**src/rtl/cab_panel_pkg.sv**
```systemverilog
// Shared types and constants for the cabinet-side MVS panel receiver.
// Holds the EL FSM state enum, 7-segment lookup constants and parameter defaults.
package cab_panel_pkg;

  localparam int EL_BEATS_DEF    = 8;
  localparam int EL_TIMEOUT_DEF  = 1024;
  localparam int SYNC_STAGES_DEF = 2;

  typedef enum logic {
    EL_IDLE = 1'b0,
    EL_RECV = 1'b1
  } el_state_t;

  // Segment patterns, bit order gfedcba, active-high.
  localparam logic [6:0] SEG_0     = 7'h3F;
  localparam logic [6:0] SEG_1     = 7'h06;
  localparam logic [6:0] SEG_2     = 7'h5B;
  localparam logic [6:0] SEG_3     = 7'h4F;
  localparam logic [6:0] SEG_4     = 7'h66;
  localparam logic [6:0] SEG_5     = 7'h6D;
  localparam logic [6:0] SEG_6     = 7'h7D;
  localparam logic [6:0] SEG_7     = 7'h07;
  localparam logic [6:0] SEG_8     = 7'h7F;
  localparam logic [6:0] SEG_9     = 7'h6F;
  localparam logic [6:0] SEG_BLANK = 7'h00;

  function automatic logic [6:0] seg7(input logic [3:0] nib);
    case (nib)
      4'd0:    return SEG_0;
      4'd1:    return SEG_1;
      4'd2:    return SEG_2;
      4'd3:    return SEG_3;
      4'd4:    return SEG_4;
      4'd5:    return SEG_5;
      4'd6:    return SEG_6;
      4'd7:    return SEG_7;
      4'd8:    return SEG_8;
      4'd9:    return SEG_9;
      default: return SEG_BLANK;
    endcase
  endfunction

  function automatic logic bcd_bad(input logic [7:0] b);
    return (b[7:4] > 4'd9) || (b[3:0] > 4'd9);
  endfunction

  function automatic logic [6:0] bcd_val(input logic [7:0] b);
    logic [6:0] hi;
    logic [6:0] lo;
    hi = {3'b000, b[7:4]};
    lo = {3'b000, b[3:0]};
    return (hi << 3) + (hi << 1) + lo;
  endfunction

endpackage

```
**src/rtl/cab_panel_rx_strobe_sync.sv**
```systemverilog
// Multi-flop synchroniser for a strobe plus data bus, with strobe rising-edge detect.
module strobe_sync #(
  parameter int WIDTH       = 8,
  parameter int SYNC_STAGES = 2
) (
  input  logic             clk,
  input  logic             reset,
  input  logic             strobe,
  input  logic [WIDTH-1:0] data,
  output logic             rise,
  output logic [WIDTH-1:0] data_sync
);

  logic [SYNC_STAGES-1:0][WIDTH:0] chain;
  logic                            strobe_d;

  // Strobe travels in the top bit so it sees exactly the same delay as its data.
  always_ff @(posedge clk) begin
    if (reset) begin
      chain    <= '0;
      strobe_d <= 1'b0;
    end else begin
      chain[0] <= {strobe, data};
      for (int i = 1; i < SYNC_STAGES; i++) chain[i] <= chain[i-1];
      strobe_d <= chain[SYNC_STAGES-1][WIDTH];
    end
  end

  assign rise      = chain[SYNC_STAGES-1][WIDTH] & ~strobe_d;
  assign data_sync = chain[SYNC_STAGES-1][WIDTH-1:0];

endmodule

```
**src/rtl/cab_panel_rx.sv**
```systemverilog
// Cabinet-side receiver for MVS panel LED and EL traffic.
// Optional 7-segment decode is built when CAB_PANEL_SEG_DECODE_EN is defined.
module cab_panel_rx
  import cab_panel_pkg::*;
#(
  parameter int EL_BEATS    = EL_BEATS_DEF,
  parameter int EL_TIMEOUT  = EL_TIMEOUT_DEF,
  parameter int SYNC_STAGES = SYNC_STAGES_DEF
) (
  input  logic                  MCLK,
  input  logic                  RESET,
  input  logic [8:0]            LED_OUT1,
  input  logic [8:0]            LED_OUT2,
  input  logic [3:0]            EL_OUT,
  output logic [7:0]            LED1_DATA,
  output logic [7:0]            LED2_DATA,
  output logic [6:0]            LED1_VAL,
  output logic [6:0]            LED2_VAL,
  output logic [1:0]            LED_BCD_ERR,
  output logic [1:0]            LED_UPD,
  output logic [3*EL_BEATS-1:0] EL_FRAME,
  output logic                  EL_VALID,
  output logic                  EL_ERR,
  output logic [13:0]           SEG1,
  output logic [13:0]           SEG2
);

  localparam int FW    = 3 * EL_BEATS;
  localparam int CNT_W = $clog2(EL_BEATS + 1);
  localparam int TO_W  = $clog2(EL_TIMEOUT);

  logic [1:0]      led_rise;
  logic [1:0][7:0] led_sync;
  logic [1:0][7:0] led_data;
  logic [1:0][6:0] led_val;
  logic [1:0]      bcd_err;
  logic [1:0]      led_upd;
  logic            el_rise;
  logic [2:0]      el_sync;

  strobe_sync #(.WIDTH(8), .SYNC_STAGES(SYNC_STAGES)) u_sync_led1 (
    .clk(MCLK), .reset(RESET), .strobe(LED_OUT1[8]), .data(LED_OUT1[7:0]),
    .rise(led_rise[0]), .data_sync(led_sync[0])
  );

  strobe_sync #(.WIDTH(8), .SYNC_STAGES(SYNC_STAGES)) u_sync_led2 (
    .clk(MCLK), .reset(RESET), .strobe(LED_OUT2[8]), .data(LED_OUT2[7:0]),
    .rise(led_rise[1]), .data_sync(led_sync[1])
  );

  strobe_sync #(.WIDTH(3), .SYNC_STAGES(SYNC_STAGES)) u_sync_el (
    .clk(MCLK), .reset(RESET), .strobe(EL_OUT[3]), .data(EL_OUT[2:0]),
    .rise(el_rise), .data_sync(el_sync)
  );

  // BCD error flags are sticky until reset; a bad byte reports value 0.
  always_ff @(posedge MCLK) begin
    if (RESET) begin
      led_data <= '0;
      led_val  <= '0;
      bcd_err  <= '0;
      led_upd  <= '0;
    end else begin
      for (int n = 0; n < 2; n++) begin
        led_upd[n] <= led_rise[n];
        if (led_rise[n]) begin
          led_data[n] <= led_sync[n];
          if (bcd_bad(led_sync[n])) begin
            led_val[n] <= '0;
            bcd_err[n] <= 1'b1;
          end else begin
            led_val[n] <= bcd_val(led_sync[n]);
          end
        end
      end
    end
  end

  assign LED1_DATA   = led_data[0];
  assign LED2_DATA   = led_data[1];
  assign LED1_VAL    = led_val[0];
  assign LED2_VAL    = led_val[1];
  assign LED_BCD_ERR = bcd_err;
  assign LED_UPD     = led_upd;

`ifdef CAB_PANEL_SEG_DECODE_EN
  logic [1:0][13:0] seg;

  always_ff @(posedge MCLK) begin
    if (RESET) begin
      seg <= '0;
    end else begin
      for (int n = 0; n < 2; n++)
        if (led_rise[n]) seg[n] <= {seg7(led_sync[n][7:4]), seg7(led_sync[n][3:0])};
    end
  end

  assign SEG1 = seg[0];
  assign SEG2 = seg[1];
`else
  assign SEG1 = '0;
  assign SEG2 = '0;
`endif

  el_state_t        state, state_n;
  logic [CNT_W-1:0] beat_cnt, cnt_n;
  logic [TO_W-1:0]  to_cnt, to_n;
  logic [FW-1:0]    shift, shift_n;
  logic [FW-1:0]    el_frame, frame_n;
  logic             el_valid, valid_n;
  logic             el_err, err_n;

  always_ff @(posedge MCLK) begin
    if (RESET) begin
      state    <= EL_IDLE;
      beat_cnt <= '0;
      to_cnt   <= '0;
      shift    <= '0;
      el_frame <= '0;
      el_valid <= 1'b0;
      el_err   <= 1'b0;
    end else begin
      state    <= state_n;
      beat_cnt <= cnt_n;
      to_cnt   <= to_n;
      shift    <= shift_n;
      el_frame <= frame_n;
      el_valid <= valid_n;
      el_err   <= err_n;
    end
  end

  // An edge always beats a coincident timeout; the frame output only moves on completion.
  always_comb begin
    state_n = state;
    cnt_n   = beat_cnt;
    to_n    = to_cnt;
    shift_n = shift;
    frame_n = el_frame;
    valid_n = 1'b0;
    err_n   = 1'b0;
    case (state)
      EL_IDLE: begin
        to_n = '0;
        if (el_rise) begin
          shift_n      = '0;
          shift_n[2:0] = el_sync;
          if (EL_BEATS == 1) begin
            frame_n = shift_n;
            valid_n = 1'b1;
            cnt_n   = '0;
          end else begin
            cnt_n   = CNT_W'(1);
            state_n = EL_RECV;
          end
        end
      end
      EL_RECV: begin
        if (el_rise) begin
          to_n = '0;
          for (int i = 0; i < EL_BEATS; i++)
            if (beat_cnt == CNT_W'(i)) shift_n[3*i +: 3] = el_sync;
          if (beat_cnt == CNT_W'(EL_BEATS - 1)) begin
            frame_n = shift_n;
            valid_n = 1'b1;
            cnt_n   = '0;
            state_n = EL_IDLE;
          end else begin
            cnt_n = beat_cnt + 1'b1;
          end
        end else if (to_cnt == TO_W'(EL_TIMEOUT - 1)) begin
          err_n   = 1'b1;
          cnt_n   = '0;
          to_n    = '0;
          shift_n = '0;
          state_n = EL_IDLE;
        end else begin
          to_n = to_cnt + 1'b1;
        end
      end
      default: state_n = EL_IDLE;
    endcase
  end

  assign EL_FRAME = el_frame;
  assign EL_VALID = el_valid;
  assign EL_ERR   = el_err;

endmodule

```
**config.mk**
```make
export PLATFORM = sky130hd
export DESIGN_NAME = cab_panel_rx
export DESIGN_NICKNAME = d
export VERILOG_FILES = /design/src/rtl/cab_panel_pkg.sv /design/src/rtl/cab_panel_rx_strobe_sync.sv /design/src/rtl/cab_panel_rx.sv
export SDC_FILE = /design/constraint.sdc
export NUM_CORES = 1
export LEC_CHECK = 0
export CORE_MARGIN = 8
export CORE_UTILIZATION = 54
export CTS_BUF_LIST = sky130_fd_sc_hd__clkbuf_8
export DETAILED_ROUTE_END_ITERATION = 16
export PLACE_DENSITY = 0.81
export SYNTH_ARGS = -nofsm -noshare
export SYNTH_HDL_FRONTEND = slang
export SYNTH_HIERARCHICAL = 1
export SYNTH_SLANG_ARGS = --single-unit
```
**constraint.sdc**
```tcl
create_clock -name MCLK -period 2.34 [get_ports MCLK]
set_input_delay 0.468 -clock MCLK [delete_from_list [all_inputs] [get_ports MCLK]]
set_output_delay 0.468 -clock MCLK [all_outputs]
set_load 0.005 [all_outputs]
```
=== After elaboration in Yosys (flattened, before gate mapping) ===
Cells that the tools add are included.

* $add $sub $neg: 6
* Magnitude comparators: 4
* Equal/unequal tests: 10
* Multiplexer cells: 29
* Bitwise operators: 8
* Reductions and logical operators: 9

{| class="wikitable"
|+ Operator list
! operator !! number
|-
| 24-bit 2-to-1 mux || 3
|-
| 24-bit case mux with 2 select lines || 1
|-
| 3-bit 2-to-1 mux || 8
|-
| 10-bit 2-to-1 mux || 2
|-
| 10-bit case mux with 2 select lines || 1
|-
| 4-bit by 3-bit equality test with 1-bit output (second input constant) || 4
|-
| 4-bit > comparator (second input constant) || 4
|-
| 4-bit 2-to-1 mux || 4
|-
| 7-bit by 4-bit adder with 7-bit output || 2
|-
| 7-bit by 5-bit adder with 7-bit output || 2
|-
| 7-bit 2-to-1 mux || 2
|-
| 10-bit by 1-bit adder with 10-bit output (second input constant) || 1
|-
| 10-bit equality test (second input constant) || 1
|-
| 4-bit by 2-bit equality test with 1-bit output (second input constant) || 2
|-
| 4-bit case mux with 2 select lines || 1
|-
| 1-bit 2-to-1 mux || 6
|-
| 2-bit AND reduction || 3
|-
| 3-bit OR reduction || 2
|-
| 1-bit NOT || 5
|-
| 4-bit by 1-bit adder with 4-bit output (second input constant) || 1
|-
| 4-bit by 1-bit equality test with 1-bit output (second input constant) || 1
|-
| 4-bit zero test || 1
|-
| 1-bit AND || 3
|-
| 3-bit by 2-bit != test with 1-bit output (second input constant) || 1
|-
| other kinds (4) || 5
|}

* Register bits after elaboration: 146
* Input port bits: 24
* Logic and storage cells: 89

=== Depth between registers and ports, before layout ===
* Word-level depth: 4
* Gate-level depth with buffers: 9
* Depth with buffers taken out: 8

=== Cells and area by module ===
Netlist, hierarchy kept.

{| class="wikitable"
|+ By module, submodules not included
! module !! instances !! cells each !! area an instance (µm²)
|-
| cab_panel_rx || 1 || 486 || 4450.5
|-
| strobe_sync (u_sync_led1 ...) || 2 || 48 || 583.1
|-
| strobe_sync (u_sync_el) || 1 || 22 || 265.3
|}

=== Worst setup path after synthesis ===
OpenSTA, ideal clock, no wires.

* Kind: reg2reg
* From: register u_sync_led1.chain, in the netlist u_sync_led1/data_sync[3]
* To: register led_val, in the netlist LED1_VAL[6]
* Library setup time: 0.134 ns
* Data arrival time: 2.018 ns
* Data required time: 2.206 ns
* Setup slack: 0.188 ns
* Stages on the path, launching flop included: 10
* Period minus slack after synthesis: 2.152 ns
* Path through: dfxtp_1 buf_4 inv_1 fa_1 inv_1 fa_1 a21o_1 a21oi_1 xor2_1 o32ai_1

* Word-level cells in the longest chain between the ends: 3
* Elaborated cells on any way between the ends: 4
* Classes of those cells: 1 x add/sub; 1 x order compare; 1 x mux; 1 x reduce/logical

{| class="wikitable"
|+ RTL lines
! element !! line !! source
|-
| from (decl) || cab_panel_rx_strobe_sync.sv:14 || <nowiki>logic [SYNC_STAGES-1:0][WIDTH:0] chain;</nowiki>
|-
| parallel branches: the longest is 2 deep, another holds 7-bit by 4-bit adder with 7-bit output || -- ||
|-
| 7-bit 2-to-1 mux * || cab_panel_rx.sv:68 || <nowiki>if (bcd_bad(led_sync[n])) begin</nowiki>
|-
| to (signal, indexed assignment) || cab_panel_rx.sv:72 || <nowiki>led_val[n] <= bcd_val(led_sync[n]);</nowiki>
|-
| to (decl) || cab_panel_rx.sv:35 || <nowiki>logic [1:0][6:0] led_val;</nowiki>
|}

Every way passes the cells marked *.
A chain may end at the register's enable or synchronous reset.

=== Worst setup path in the final report ===
* From: register u_sync_led2.chain, in the netlist u_sync_led2/data_sync[3]
* To: register led_val, in the netlist LED2_VAL[6]

* Word-level cells in the longest chain between the ends: 3
* Elaborated cells on any way between the ends: 4
* Classes of those cells: 1 x add/sub; 1 x order compare; 1 x mux; 1 x reduce/logical

{| class="wikitable"
|+ RTL lines
! element !! line
|-
| from (decl) || cab_panel_rx_strobe_sync.sv:14
|-
| parallel branches: the longest is 2 deep, another holds 7-bit by 4-bit adder with 7-bit output || --
|-
| 7-bit 2-to-1 mux * || cab_panel_rx.sv:68
|}

Marked as above.

==> qor.yml <==
die_area_um2: 14490
gp_congestion: 0.8234
clock_skew_ps: 11.28
synth_largest_area_cell: "dfxtp_1"
viasPerCell: 5.018
grt_pass1_vias: 4095
grt-ovfl-total: 0
grt_start_max_net_pins: 42
synth_area_leaders: "dfxtp_1, buf_4, mux2i_1"
hold_ws_ps: 375.5
die-height_um: 120.4
critical_path_class: "reg2reg"
cts_tree: "done"
hp-class: "in2reg"
worstPathArrival_ps: 2500
tightest_slew_ps: 560.0
p_leak_nw: 2.771
avgSynthCellArea_um2: 9.738
io_buffer_count: 83
netlist_instances: 604
yosys_warnings: 6
cpMostUsedCell: "inv_1"
cts_setup_buffers: 0
antenna_cells: 0
slew_headroom: 0.6251
via_count: 4095
clock_latency_ps: 430
worstPathMaxFanout: 3
slew_viol_final: 0
yosysSeqAreaShare: 0.4867
syn_area_um2: 5882
cp-startpoint: "u_sync_led2/data_sync[3]"
finalSetupTns_ps: 0
ys_ff_latch: 143
wl_per_cell_um: 14.16
drive_above_1_share: 0.07544
cts_root_buf: "clkbuf_8"
rr_endpoint: "LED2_VAL[6]"
fin_nets: 710
cp.depth: 8
crit_slowest_cell: "fa_1"
max_freq_ghz: 0.4565
rrSetupSlack_ps: 150
cts_buffer_depth: 2
dp_cells: 784
io_pins: 112
die_w_um: 120.4
cts_max_level: 4
rsz0062_at_grt: "no"
routed_wl_um: 11560
synth_top_area_frac: 0.4867
status: "finished, final reports clean"
crit_family: "adder cells"
r2r_start: "u_sync_led2/data_sync[3]"
required_ps: 2650
min_period_over_period: 0.9361
antenna_found_initial: 0
r2r_cells: 8
setup_viol: 0
area_growth_pct: 19.00
cts_resized: 0
critPathBufInv: 2
setup.worst_path.end: "LED2_VAL[6]"
dr.pass1.iters: 4
hold_buffers: 0
coreArea_um2: 10750
hpwl_um: 8352
synthFlopType: "dfxtp_1"
grt_pass1_wl_um: 19190
cts_buffers: 17
grtUsageTotal: 0.1626
critPathMaxStageDelay_ps: 540
clk_pin_slew_ps: 80
drtIter0Drc: 182
max-cap-violations: 0
ir_drop_mv: 0.3746
synthDistinctLibCells: 47
rows: 38
clock_sinks: 143
start_util: 0.5474
async_reset_ff_frac: 0
power_density_nw_per_um2: 681.9
ant_nets: 0
final_cells: 816
hold_viol: 0
critPathLaunchType: "flop"
crit_chain: "inv_1, fa_1, inv_1, fa_2, a21o_1, a21oi_2, xor2_1, o32ai_1"
drc: 0
synth_edf_count: 0
crit_path_end_kind: "flop"
period_needed_ps: 2190
[synthesized netlist by cell type, drive strengths merged, types with 12 or more instances]
| cell type | number |
|---|---|
| ha | 19 |
| a211oi | 12 |
| nand2 | 31 |
| clkbuf | 22 |
| nor2 | 60 |
| a21oi | 26 |
| dfxtp | 143 |
| nor2b | 37 |
| a22o | 12 |
| inv | 20 |
| buf | 58 |
| mux2i | 34 |
| nand3 | 15 |
| and2b | 16 |
[report_power, final]
part	total (W)	switching (W)	leakage [nW]	internal (W)
Combinational	0.000249	0.000125	1.40	0.000123
Clock	0.00201	0.000928	0.212	0.00108
Sequential	0.00251	0.0000336	1.16	0.00248
Total	0.00477	0.00109	2.77	0.00369
[logic make-up (layout without fill, tap and decap cells)]
kind of cell,Yosys count,after routing,synth area share
simple gates,204,204,0.1834
flops,143,143,0.4867
buf+inv,100,145,0.09594
compound gates,85,85,0.1006
mux,34,34,0.05786
fa+ha+maj,23,23,0.05403
xor+xnor,14,14,0.02085
other cells,1,28,0.0006376
[worst min-delay path by stage]
stage | startpoint | end | slack [ps] | depth (start not counted)
after floorplan | u_sync_led1/chain[8] | u_sync_led1/chain[17] | 410 | 1
after global placement | u_sync_led1/chain[0] | u_sync_led1/data_sync[0] | 410 | 1
after detailed placement | u_sync_led1/chain[1] | u_sync_led1/data_sync[1] | 420 | 1
after CTS | RESET | EL_FRAME[8] | 340 | 2
after global routing | RESET | EL_FRAME[10] | 360 | 2
final | RESET | EL_FRAME[8] | 380 | 2
[registers in the layout, indices dropped and copies added, names as in the netlist, 8 cells and up]
| name | cells |
|---|---|
| EL_FRAME | 24 |
| LED1_DATA | 8 |
| LED2_DATA | 8 |
| shift | 21 |
| to_cnt | 10 |
| u_sync_led1/chain | 10 |
| u_sync_led1/data_sync | 8 |
| u_sync_led2/chain | 10 |
| u_sync_led2/data_sync | 8 |
[area by class of cell]
class | count | area (um2)
well taps | 140 | 175.2
inverters | 20 | 75.07
clock inverters | 14 | 166.4
repair buffers | 93 | 903.4
multi-input cells | 388 | 2569
flip-flops and latches | 143 | 2863
clock buffers | 18 | 247.7
fillers | 874 | 3746
[through the flow]
stage	util	area [um2]	setup slack, ps	total power, W
floorplan	-	5983	187.8	0.002766
global placement	0.6117	6573	199.1	0.002807
detailed placement	0.6117	6573	92.55	0.002817
CTS	0.6502	6987	56.96	0.004819
global route	0.6514	6999	5.942	0.004971
finish	0.6514	6999	149.6	0.004773
[worst register-to-register path, delay by kind of cell (launching register included)]
| kind | cells | cell delay (ps) |
|---|---|---|
| AO/OA/AOI/OAI | 3 | 450 |
| adder cells (fa/ha/maj) | 2 | 930 |
| buffers and inverters | 2 | 140 |
| flip-flops | 1 | 360 |
| XOR/XNOR | 1 | 170 |
[per-layer routing]
metal / GRT usage / wire length, um
met5: 0 / 0
met3: 0.06760 / 751
met1: 0.1759 / 4877
met2: 0.2754 / 5770
met4: 0.06870 / 158
[placed cells by master, fill, tap and decap left out, types with 18 or more instances in the layout]
cell	count
nand2_1	31
a21oi_1	24
nor2b_1	37
nor2_1	59
conb_1	28
inv_1	22
dfxtp_1	143
clkbuf_8	18
mux2i_1	34
ha_1	19
clkdlybuf4s50_1	82
Note: power is estimated with default switching activity, not from simulation.
